===== src/rtl/c2h_sched_pkg.sv =====
// Shared definitions for the C2H packet scheduler: FSM state encoding and
// the default header magic word.
package c2h_sched_pkg;

    typedef enum logic [2:0] {
        IDLE   = 3'd0,
        ARM    = 3'd1,
        HEADER = 3'd2,
        XFER   = 3'd3,
        GAP    = 3'd4
    } sched_state_t;

    localparam logic [31:0] DEFAULT_HEADER_MAGIC = 32'h0000_4010;

endpackage


===== src/rtl/c2h_packet_scheduler.sv =====
// C2H packet scheduler: gates the ADC FIFO stream into whole-packet XDMA C2H
// transfers, inserts a fixed idle gap after each packet, counts packets and
// flags producer tlast misalignment.
// Optional feature macro: PKT_HEADER_EN (prepends one header beat per packet).
//
// state  | meaning
// -------+-------------------------------------------------------------
// IDLE   | streaming disabled, waiting for dma_ena
// ARM    | enabled, waiting for a full packet in the FIFO (pkt_avail)
// HEADER | emitting the header beat {pkt_count, HEADER_MAGIC}
// XFER   | pass-through of PKT_WORDS beats, tlast regenerated on the last
// GAP    | GAP_CYCLES idle cycles between DMA transfers
module c2h_packet_scheduler
    import c2h_sched_pkg::*;
#(
    parameter int          DATA_WIDTH   = 64,
    parameter int          PKT_WORDS    = 2048,
    parameter int          GAP_CYCLES   = 16,
    parameter logic [31:0] HEADER_MAGIC = DEFAULT_HEADER_MAGIC
) (
    input  logic                    user_clk,
    input  logic                    user_rst,
    input  logic                    dma_ena,
    input  logic                    pkt_avail,
    input  logic [DATA_WIDTH-1:0]   s_axis_tdata,
    input  logic                    s_axis_tvalid,
    output logic                    s_axis_tready,
    input  logic                    s_axis_tlast,
    output logic [DATA_WIDTH-1:0]   m_axis_tdata,
    output logic [DATA_WIDTH/8-1:0] m_axis_tkeep,
    output logic                    m_axis_tvalid,
    input  logic                    m_axis_tready,
    output logic                    m_axis_tlast,
    output logic [31:0]             pkt_count,
    output logic                    sync_err,
    output logic                    busy
);

    localparam int WCW = $clog2(PKT_WORDS);
    localparam int GCW = $clog2(GAP_CYCLES + 1);
    localparam logic [WCW-1:0] LAST_WORD = WCW'(PKT_WORDS - 1);
    localparam logic [GCW-1:0] GAP_LOAD  = GCW'(GAP_CYCLES - 1);

    sched_state_t          state, state_nxt;
    logic [WCW-1:0]        word_cnt;
    logic [GCW-1:0]        gap_cnt;
    logic [DATA_WIDTH-1:0] hdr_word;
    logic                  last_beat;
    logic                  xfer_hs;

    assign last_beat    = (word_cnt == LAST_WORD);
    assign xfer_hs      = (state == XFER) && s_axis_tvalid && m_axis_tready;
    assign busy         = (state != IDLE);
    assign m_axis_tkeep = '1;

    // Header beat: packet sequence number above the magic word, zero padded.
    always_comb begin
        hdr_word       = '0;
        hdr_word[63:0] = {pkt_count, HEADER_MAGIC};
    end

    // Next-state decode plus the stream gating / pass-through mux.
    always_comb begin
        state_nxt     = state;
        s_axis_tready = 1'b0;
        m_axis_tvalid = 1'b0;
        m_axis_tlast  = 1'b0;
        m_axis_tdata  = s_axis_tdata;
        case (state)
            IDLE: begin
                if (dma_ena) state_nxt = ARM;
            end
            ARM: begin
                if (!dma_ena) begin
                    state_nxt = IDLE;
                end else if (pkt_avail) begin
`ifdef PKT_HEADER_EN
                    state_nxt = HEADER;
`else
                    state_nxt = XFER;
`endif
                end
            end
            HEADER: begin
                m_axis_tvalid = 1'b1;
                m_axis_tdata  = hdr_word;
                if (m_axis_tready) state_nxt = XFER;
            end
            XFER: begin
                m_axis_tvalid = s_axis_tvalid;
                s_axis_tready = m_axis_tready;
                m_axis_tlast  = last_beat;
                if (xfer_hs && last_beat) state_nxt = GAP;
            end
            GAP: begin
                // dma_ena only matters here: a drop mid-packet lets it finish.
                if (gap_cnt == '0) state_nxt = dma_ena ? ARM : IDLE;
            end
            default: state_nxt = IDLE;
        endcase
    end

    // State register, beat/gap counters, packet counter and sticky sync flag.
    always_ff @(posedge user_clk) begin
        if (user_rst) begin
            state     <= IDLE;
            word_cnt  <= '0;
            gap_cnt   <= '0;
            pkt_count <= '0;
            sync_err  <= 1'b0;
        end else begin
            state <= state_nxt;

            if (xfer_hs) begin
                if (last_beat) word_cnt <= '0;
                else           word_cnt <= word_cnt + 1'b1;
            end

            // Gap timer is a down-counter loaded on the last beat; GAP exits
            // on terminal count zero, giving exactly GAP_CYCLES cycles.
            if (xfer_hs && last_beat) begin
                gap_cnt   <= GAP_LOAD;
                pkt_count <= pkt_count + 32'd1;
            end else if ((state == GAP) && (gap_cnt != '0)) begin
                gap_cnt <= gap_cnt - 1'b1;
            end

            if ((state == IDLE) && dma_ena) begin
                sync_err <= 1'b0;
            end else if (xfer_hs && (s_axis_tlast != last_beat)) begin
                sync_err <= 1'b1;
            end
        end
    end

endmodule


===== config.mk =====
export PLATFORM = sky130hd
export DESIGN_NAME = c2h_packet_scheduler
export DESIGN_NICKNAME = d
export VERILOG_FILES = /design/src/rtl/c2h_sched_pkg.sv /design/src/rtl/c2h_packet_scheduler.sv
export SDC_FILE = /design/constraint.sdc
export NUM_CORES = 1
export LEC_CHECK = 0
export ABC_AREA = 1
export BUFFER_PORTS_ARGS = -buffer_cell sky130_fd_sc_hd__buf_2
export CAP_MARGIN = 15
export CELL_PAD_IN_SITES_DETAIL_PLACEMENT = 0
export CELL_PAD_IN_SITES_GLOBAL_PLACEMENT = 1
export CORE_ASPECT_RATIO = 1.5
export CORE_UTILIZATION = 30
export CTS_CLUSTER_SIZE = 25
export DETAILED_ROUTE_END_ITERATION = 10
export GPL_ROUTABILITY_DRIVEN = 0
export HOLD_SLACK_MARGIN = 0.06
export PLACE_DENSITY = 0.86
export SLEW_MARGIN = 40
export SYNTH_ARGS = -nofsm -noshare
export SYNTH_HDL_FRONTEND = slang
export SYNTH_SLANG_ARGS = --single-unit

===== constraint.sdc =====
create_clock -name user_clk -period 2.2 [get_ports user_clk]
set_input_delay 0.44 -clock user_clk [delete_from_list [all_inputs] [get_ports user_clk]]
set_output_delay 0.44 -clock user_clk [all_outputs]
set_load 0.03 [all_outputs]

==> results of run 1 <==
cells in the mapped netlist (4+ instances only):
library cell and number:
buf_4 8, xor2_1 8, nand3_1 26, nand4_1 7, inv_1 91, clkbuf_1 11, dfxtp_1 52, nand2_1 263
o21ai_0 42, nor2_1 81, ha_1 4, buf_2 5, a21oi_1 42
registers in the layout, indices dropped and copies added (netlist names):
signal     count
gap_cnt        5
sync_err       1
pkt_count     32
state          3
word_cnt      11
tightest hold or removal path, stage by stage:
cell and delay, ns:
buf_2 0.10, nand2_1 0.05, a31oi_1 0.06
where the power goes:
| part | internal [µW] | leakage (µW) | switching (µW) |
|---|---|---|---|
| combinational | 497 | 0.00197 | 1350 |
| clock | 570 | 0.0000871 | 362 |
| sequential | 961 | 0.000419 | 21.0 |
logic make-up after synthesis:
group | count (synthesis)
AOI/OAI and AO/OA | 89
xor gates and xnor gates | 9
adders and majority gates | 4
buffers and inverters | 120
DFF | 52
other | 1
and+or+nand+nor | 392
metal layers:
metal | vias up | wire (µm)
met4 | 0 | 367
met5 | - | 0
met1 | 1948 | 5388
met3 | 20 | 395
li1 | 2372 | -
met2 | 99 | 6584
how the worst max path moves through the flow:
stage / endpoint / slack (ns) / startpoint
2_1_floorplan: m_axis_tdata[32] / 0.13 / state[1]
3_3_place_gp: pkt_count[25] / 0.40 / pkt_count[7]
3_5_place_dp: pkt_count[6] / 0.37 / word_cnt[0]
4_1_cts: m_axis_tdata[37] / 0.09 / state[1]
5_1_grt: m_axis_tlast / 0.01 / word_cnt[0]
6_report: m_axis_tlast / 0.17 / word_cnt[0]
final cells by class:
class	instances	area share, %
Sequential cell	52	21.14
Clock inverter	2	0.7878
Inverter	93	7.090
Multi-Input combinational cell	502	44.88
Clock buffer	6	2.821
Timing Repair Buffer	182	19.39
Tap cell	153	3.888
per-stage QoR:
stage / utilization, % / instances / instance area [µm²]
after global placement: 39.26 / 982 / 4742
after detailed placement: 39.26 / 982 / 4742
after floorplan: - / 674 / 3760
final: 40.76 / 990 / 4923
after global routing: 40.76 / 990 / 4923
after CTS: 40.73 / 990 / 4920
==> results_dict.tcl, run 1 <==
set metrics [dict create \
    crit_arrival_ns 1.59 \
    worstHoldEndpoint "sync_err" \
    setup_viol 0 \
    use_met3_pct 2.467 \
    core_area_mm2 0.01208 \
    maxSlewViolCount 0 \
    synth-seq-cells 52 \
    routed_via_density 4.484 \
    cts_buffer_depth 2 \
    setup_tns_ns 0 \
    fin_ws_ns 0.1737 \
    crit_top_cell "nor2_1" \
    postCtsHoldBufs 0 \
    path_clk_slew_ns 0.07 \
    path_buf_inv 1 \
    final_common_cell "nand2_1" \
    synthMuxAreaShare_pct 0 \
    ios 180 \
    synth-xor-area-share_pct 2.111 \
    reg2reg_slack_ns 0.37 \
    drc 0 \
    synth_edf_count 0 \
    mappedNetlistArea_mm2 0.003734 \
    synthAdderAreaFrac_pct 1.340 \
    cts_buffers 5 \
    port_buffers 171 \
    p_leak_uw 0.002473 \
    min_from "s_axis_tlast" \
    synth_compound_area_share_pct 12.20 \
    finalHoldViolCount 0 \
    dp.final_hpwl_um 10100 \
    cts_setup_buffers 0 \
    ys_types 28 \
    cts_resized 0 \
    r2r-start "word_cnt[0]" \
    area_growth_pct 31.87 \
    grt_max_degree 48 \
    worstSetupPathType "reg2out" \
    holdPathStages 3 \
    fillers 1361 \
    synth.avg_cell_area_um2 5.598 \
    start_util_pct 30.91 \
    maxCapViolCount 0 \
    min_path_type "in2reg" \
    clkSinkCount 52 \
    die_area_mm2 0.01290 \
    ys.flop_type "dfxtp_1" \
    grtUsageMet1_pct 22.26 \
    cp.required_ns 1.76 \
    cp.depth 6 \
    cts_root_buf "clkbuf_16" \
    firstDrtPassIters 5 \
    hold_slack_ns 0.4145 \
    finalNetCount 911 \
    num_antenna_cells 0 \
    synth_top_area_cell "dfxtp_1" \
    tightest_slew_ns 0.5707 \
    num_rows 49 \
    grt_use_total_pct 19.42 \
    grt_pass1_vias 4057 \
    status "finished, final reports clean" \
    synth_top_family_by_area "simple AND/OR/NAND/NOR gates" \
    drt_iter0_drc 219 \
    grt_first_pass_wirelength_um 19990 \
    r2r_cells 9 \
    timing.critical_path.max_delay_family "simple AND/OR/NAND/NOR gates" \
    antenna_found_initial 0 \
    rsz0062_at_grt "no" \
    pwr_density_cell_mw_per_mm2 763.3 \
    antenna_left 0 \
    dp_slack_ns 0.3733 \
    cp_max_fo 5 \
    r2r-end "pkt_count[6]" \
    drive_gt1_share_pct 24.37 \
    synth.yosys.seq_area_share_pct 27.88 \
    num_vias 4439 \
    end_kind "output pin" \
    finalCritPeriodShare_pct 92.11 \
    crit_path_max_incr_delay_ns 0.37 \
    yosys.area.top_type_share_pct 27.88 \
    fmax_mhz 493.5 \
    synth-simple-area-share_pct 42.73 \
    die_h_um 138.6 \
    use_met2_pct 35.80 \
    slowest_stage "dfxtp_1" \
    wl_per_cell_um 12.86 \
    wl_um 12740 \
    slew-limit-headroom_pct 61.91 \
    power.total_uw 3758 \
    clock_skew_ns 0.004396 \
    register_area_mm2 0.001041 \
    die_w_um 93.09 \
    mostFrequentLayoutCells "nand2_1 (263), buf_2 (171), inv_1 (90), nor2_1 (81), dfxtp_1 (52)" \
    vdd_drop_max_mv 0.3550 \
    path_cells "ha_1 > nand2_1 > nor2_1 > nand3_1 > nor2_1 > buf_2" \
    period_needed_ns 2.026 \
    worst_setup_path_start_kind "flip-flop" \
    multi_input_area_mm2 0.002210 \
    synthCells 667 \
    synthArstFlopShare_pct 0 \
    cts_max_level 2 \
    grt_overflow 0 \
    ys.warnings.count 0 \
    synth_area_leaders "dfxtp_1 (28%), nand2_1 (26%), inv_1 (9.1%)" \
    cts_tree "done" \
    worstSkewPairLatency_ns 0.29 \
    grt-busiest-layer "met2" \
]
Power figures use the tool's default switching activity.
==> inputs of run 2 (changes only) <==
==> constraint.sdc (replaced) <==
create_clock -name user_clk -period 2.2 [get_ports user_clk]
set_input_delay 0.11 -clock user_clk [delete_from_list [all_inputs] [get_ports user_clk]]
set_output_delay 0.11 -clock user_clk [all_outputs]
set_load 0.03 [all_outputs]
==> results_dict.tcl, run 2 (synthesis results as in run 1) <==
set metrics [dict create \
    cp_max_fo 47 \
    top_layer "met4" \
    worstSkewPairLatency_ns 0.29 \
    slew-limit-headroom_pct 63.83 \
    reg2reg_slack_ns 0.34 \
    setup_viol 0 \
    layoutNonFillerInstCount 984 \
    pwr_density_cell_mw_per_mm2 753.7 \
    cts_buffer_depth 2 \
    r2r_cells 9 \
    drc 0 \
    grt_first_pass_wirelength_um 20380 \
    num_rows 49 \
    cts_max_level 2 \
    p_leak_uw 0.002435 \
    final_common_cell "nand2_1" \
    grt_use_total_pct 19.88 \
    path_clk_slew_ns 0.07 \
    antenna_left 0 \
    largest_reg_flops 32 \
    worstSetupPathType "reg2out" \
    regMostFlops "pkt_count" \
    area_growth_pct 30.36 \
    vdd_drop_max_mv 0.3280 \
    cts_buffers 5 \
    ios 180 \
    maxCapViolCount 0 \
    num_antenna_cells 0 \
    end_kind "output pin" \
    postCtsHoldBufs 0 \
    cts_tree "done" \
    reg_top3 "pkt_count x32, word_cnt x11, gap_cnt x5" \
    start_util_pct 30.91 \
    cts_setup_buffers 0 \
    grt_overflow 0 \
    cts_root_buf "clkbuf_16" \
    setup_tns_ns 0 \
    crit_arrival_ns 1.81 \
    min_path_type "in2reg" \
    r2r-end "gap_cnt[3]" \
    critPathLaunch "state[2]" \
    die_h_um 138.6 \
    place_inst 978 \
    period_needed_ns 1.925 \
    fmax_mhz 519.5 \
    r2r-start "word_cnt[0]" \
    crit_end "m_axis_tdata[49]" \
    drt_iter0_drc 197 \
    mostFrequentLayoutCells "nand2_1 (263), buf_2 (171), inv_1 (90), nor2_1 (81), dfxtp_1 (52)" \
    worst_setup_path_start_kind "flip-flop" \
    routed_via_density 4.533 \
    status "finished, final reports clean" \
    tightest_slew_ns 0.5420 \
    port_buffers 171 \
    grt_pass1_vias 4041 \
    rsz0062_at_grt "no" \
    clock_skew_ns 0.003509 \
    antenna_found_initial 0 \
    fin_ws_ns 0.2750 \
    wl_per_cell_um 12.90 \
    core_area_mm2 0.01208 \
    cts_resized 0 \
    drive_gt1_share_pct 23.83 \
    dp.final_hpwl_um 10190 \
    finalCritPeriodShare_pct 87.50 \
    num_vias 4460 \
    die_area_mm2 0.01290 \
    maxSlewViolCount 0 \
    die_w_um 93.09 \
    wl_um 12700 \
    met1_length_um 5255 \
    finalNetCount 907 \
    grt_max_degree 48 \
    clkSinkCount 52 \
    dr_wl_met2_um 6558 \
    finalHoldViolCount 0 \
    cp.required_ns 2.09 \
    met3_wirelength_um 455 \
    dp_slack_ns 0.3248 \
    firstDrtPassIters 5 \
]
run 2: cell count changes in the layout (fill, tap and decap cells not counted):
cell	previous run	this run
clkbuf_8	1	0
clkinv_4	1	0
buf_4	9	6
buf_6	1	0
run 2: worst min path at each step:
| stage | start | endpoint | slack (ns) | depth (start not counted) |
|---|---|---|---|---|
| after floorplan | s_axis_tlast | sync_err | 0.26 | 2 |
| after global placement | s_axis_tlast | sync_err | 0.39 | 3 |
| after detailed placement | s_axis_tlast | sync_err | 0.39 | 3 |
| after CTS | s_axis_tlast | sync_err | 0.08 | 3 |
| after global routing | s_axis_tlast | sync_err | 0.1 | 3 |
| final | s_axis_tlast | sync_err | 0.09 | 3 |
run 2: metrics by stage:
step	total power, µW	hold WS [ns]	area [µm²]	utilization, %
after floorplan	2316	0.2595	3760	-
after global placement	2835	0.3902	4712	39.01
after detailed placement	2839	0.3905	4712	39.01
after CTS	3711	0.08095	4867	40.30
after global routing	3883	0.09847	4867	40.30
final	3669	0.08614	4867	40.30
run 2: per-layer routing:
metal,up-vias,global-route usage (%)
li1,2367,-
met2,109,35.84
met3,24,2.686
met5,-,0
met1,1960,23.16
met4,0,8.097
run 2: final cells by class:
class                   instances  area (µm²)
repair buffers                178       920.9
inverters                      93       349.1
flip-flops and latches         52        1041
multi-input cells             502        2210
fillers                      1402        7211
clock inverters                 1       30.03
clock buffers                   5       125.1
well taps                     153       191.4
run 2: power breakdown:
part / leakage, µW / internal (µW) / switching, µW
clock: 0.0000757 / 525 / 341
combinational: 0.00194 / 479 / 1340
sequential: 0.000419 / 961 / 21.3
run 2: critical path: stages (launching register included):
cell	delay [ns]
dfxtp_1	0.45
nor3_2	0.08
buf_4	0.17
inv_2	0.06
buf_4	0.36
nand2_1	0.08
o21ai_0	0.08
buf_2	0.22
==> inputs of run 3 (changes only) <==
- ABC_AREA: 1 -> not set
- CORE_UTILIZATION: 30 -> 32
- clock period: 2.2 -> 1.8 ns (I/O delays scaled with it)
==> results_dict.tcl, run 3 <==
set metrics [dict create \
    status "finished with violations" \
    violations "setup timing" \
    synthCells 417 \
    worstSetupPathType "reg2out" \
    layoutNonFillerInstCount 792 \
    tightest_slew_ns 0.7192 \
    num_rows 46 \
    die_w_um 86.73 \
    largest_reg_flops 32 \
    drive_gt1_share_pct 61.82 \
    crit_path_max_incr_delay_ns 0.33 \
    cts_max_level 2 \
    mappedNetlistArea_mm2 0.003446 \
    area_growth_pct 86.42 \
    end_kind "output pin" \
    drc 0 \
    firstDrtPassIters 4 \
    period_needed_ns 1.989 \
    crit_top_cell "buf_6" \
    cp_max_fo 8 \
    reg_top3 "pkt_count x32, word_cnt x11, gap_cnt x5" \
    grtUsageMet1_pct 23.73 \
    synth.most_common_cell "dfxtp_1" \
    slowest_stage "dfxtp_2" \
    cts_buffer_depth 2 \
    drt_iter0_drc 203 \
    synth.yosys.seq_area_share_pct 30.21 \
    p_leak_uw 0.003026 \
    worstHoldEndpoint "sync_err" \
    path_cells "buf_6 > nor3b_4 > buf_6 > buf_8 > buf_12 > mux2_4 > buf_6" \
    place_inst 750 \
    antenna_left 0 \
    finalNetCount 721 \
    rsz0062_at_grt "yes" \
    min_from "s_axis_tlast" \
    slew-limit-headroom_pct 52.06 \
    path_buf_inv 5 \
    finalHoldViolCount 0 \
    regMostFlops "pkt_count" \
    dp.final_hpwl_um 8671 \
    setup_viol 99 \
    synth_edf_count 0 \
    ys.warnings.count 0 \
    use_met2_pct 44.58 \
    num_vias 4157 \
    final_common_cell "buf_2" \
    grt_max_degree 41 \
    grt_pass1_vias 3962 \
    synth_top_area_cell "dfxtp_1" \
    port_buffers 171 \
    wl_um 14430 \
    multi_input_area_mm2 0.002823 \
    ys.flop_type "dfxtp_1" \
    mostFrequentLayoutCells "buf_2 (106), buf_6 (68), buf_4 (62), mux2_4 (40), nor2_1 (34)" \
    cp.required_ns 1.71 \
    r2r-start "word_cnt[0]" \
    ys_types 48 \
    final_core_util_pct 60.99 \
    cts_tree "done" \
    fillers 808 \
    dp_slack_ns -0.1022 \
    synth.avg_cell_area_um2 8.263 \
    antenna_found_initial 1 \
    holdPathStages 3 \
    reg2reg_slack_ns -0.16 \
    r2r-end "pkt_count[3]" \
    postCtsHoldBufs 0 \
    fmax_mhz 502.9 \
    timing.critical_path.max_delay_family "buffers and inverters" \
    start_util_pct 32.72 \
    cts_root_buf "clkbuf_16" \
    cts_buffers 5 \
    finalCritPeriodShare_pct 110.5 \
    maxCapViolCount 0 \
    die_h_um 129.1 \
    routed_via_density 5.249 \
    yosys.area.top_type_share_pct 30.21 \
    crit_arrival_ns 1.90 \
    register_area_mm2 0.001077 \
    ios 180 \
    fin_ws_ns -0.1885 \
    grt_overflow 0 \
    pwr_density_cell_mw_per_mm2 478.1 \
    min_path_type "in2reg" \
    grt-busiest-layer "met2" \
    worst_setup_path_start_kind "flip-flop" \
    worstSkewPairLatency_ns 0.30 \
    hold_slack_ns 0.07398 \
    vdd_drop_max_mv 0.3855 \
    grt_use_total_pct 23.14 \
    core_area_mm2 0.01053 \
    synthArstFlopShare_pct 0 \
    grt_first_pass_wirelength_um 19720 \
    synth_area_leaders "dfxtp_1 (30%), mux2_2 (17%), nor2b_1 (8.5%)" \
    path_clk_slew_ns 0.07 \
    clock_skew_ns 0.01084 \
    use_met3_pct 3.949 \
    clkSinkCount 52 \
    synth-seq-cells 52 \
    r2r_cells 7 \
    wl_per_cell_um 18.22 \
    maxSlewViolCount 0 \
    die_area_mm2 0.01120 \
    synth_commonest_cells "dfxtp_1 (52), mux2_2 (51), nor2b_1 (47), nor2_1 (35)" \
]
run 3: worst max path at each step:
stage / from / end / cells past startpoint
after CTS: state[0] / m_axis_tdata[59] / 7
after detailed placement: word_cnt[1] / pkt_count[23] / 6
after floorplan: word_cnt[0] / pkt_count[30] / 6
final: state[2] / m_axis_tdata[53] / 7
after global placement: state[1] / m_axis_tdata[59] / 5
after global routing: word_cnt[0] / pkt_count[28] / 7
run 3: through the flow:
step	instance area (µm²)	power, µW	setup TNS, ns
6_report	6424	3071	-8.572
5_1_grt	6421	3155	-11.55
4_1_cts	5918	3008	-7.207
3_5_place_dp	4778	1816	-2.207
3_3_place_gp	4778	1808	-0.1864
2_1_floorplan	3541	1608	-0.02501
run 3: cell type report:
class	count	area share (%)
multi-input combinational	324	43.94
clock buffer	6	2.006
inverter	10	0.5843
tap	144	2.805
clock inverter	2	0.1948
timing repair buffer	253	33.66
antenna	1	0.03896
sequential	52	16.77
run 3: kinds of logic after synthesis:
| logic type | Yosys count | share of synthesized area [%] |
|---|---|---|
| flops | 52 | 30.21 |
| buf+inv | 48 | 6.608 |
| xor+xnor | 11 | 2.796 |
| simple gates | 200 | 33.15 |
| fa+ha+maj | 5 | 1.743 |
| compound gates | 48 | 8.425 |
| other cells | 1 | 0.1088 |
| mux | 52 | 16.96 |
run 3: layer usage:
metal  vias up  routed length, µm
met4         0                746
li1       1926                  -
met1      1997               5084
met3        44                967
met5         -                  0
met2       190               7633
run 3: worst reg2reg max path, cell delays in order, from the launching register on:
cell,delay [ns]
dfxtp_2,0.36
ha_4,0.14
nand4_1,0.10
or3_4,0.41
buf_16,0.16
buf_4,0.14
o31ai_1,0.39
a21oi_2,0.13
run 3: repair_timing:
action,4_1_cts,5_1_grt
cloned,8,2
pin swaps,19,20
endpoints found under the setup margin,85,107
buffers inserted,16,11
resized for setup,196,92
endpoints found under the hold margin,0,0
run 3: power breakdown:
part,switching (µW),total [µW],internal [µW]
sequential,3.23,1150,1150
combinational,496,951,455
clock,454,969,515
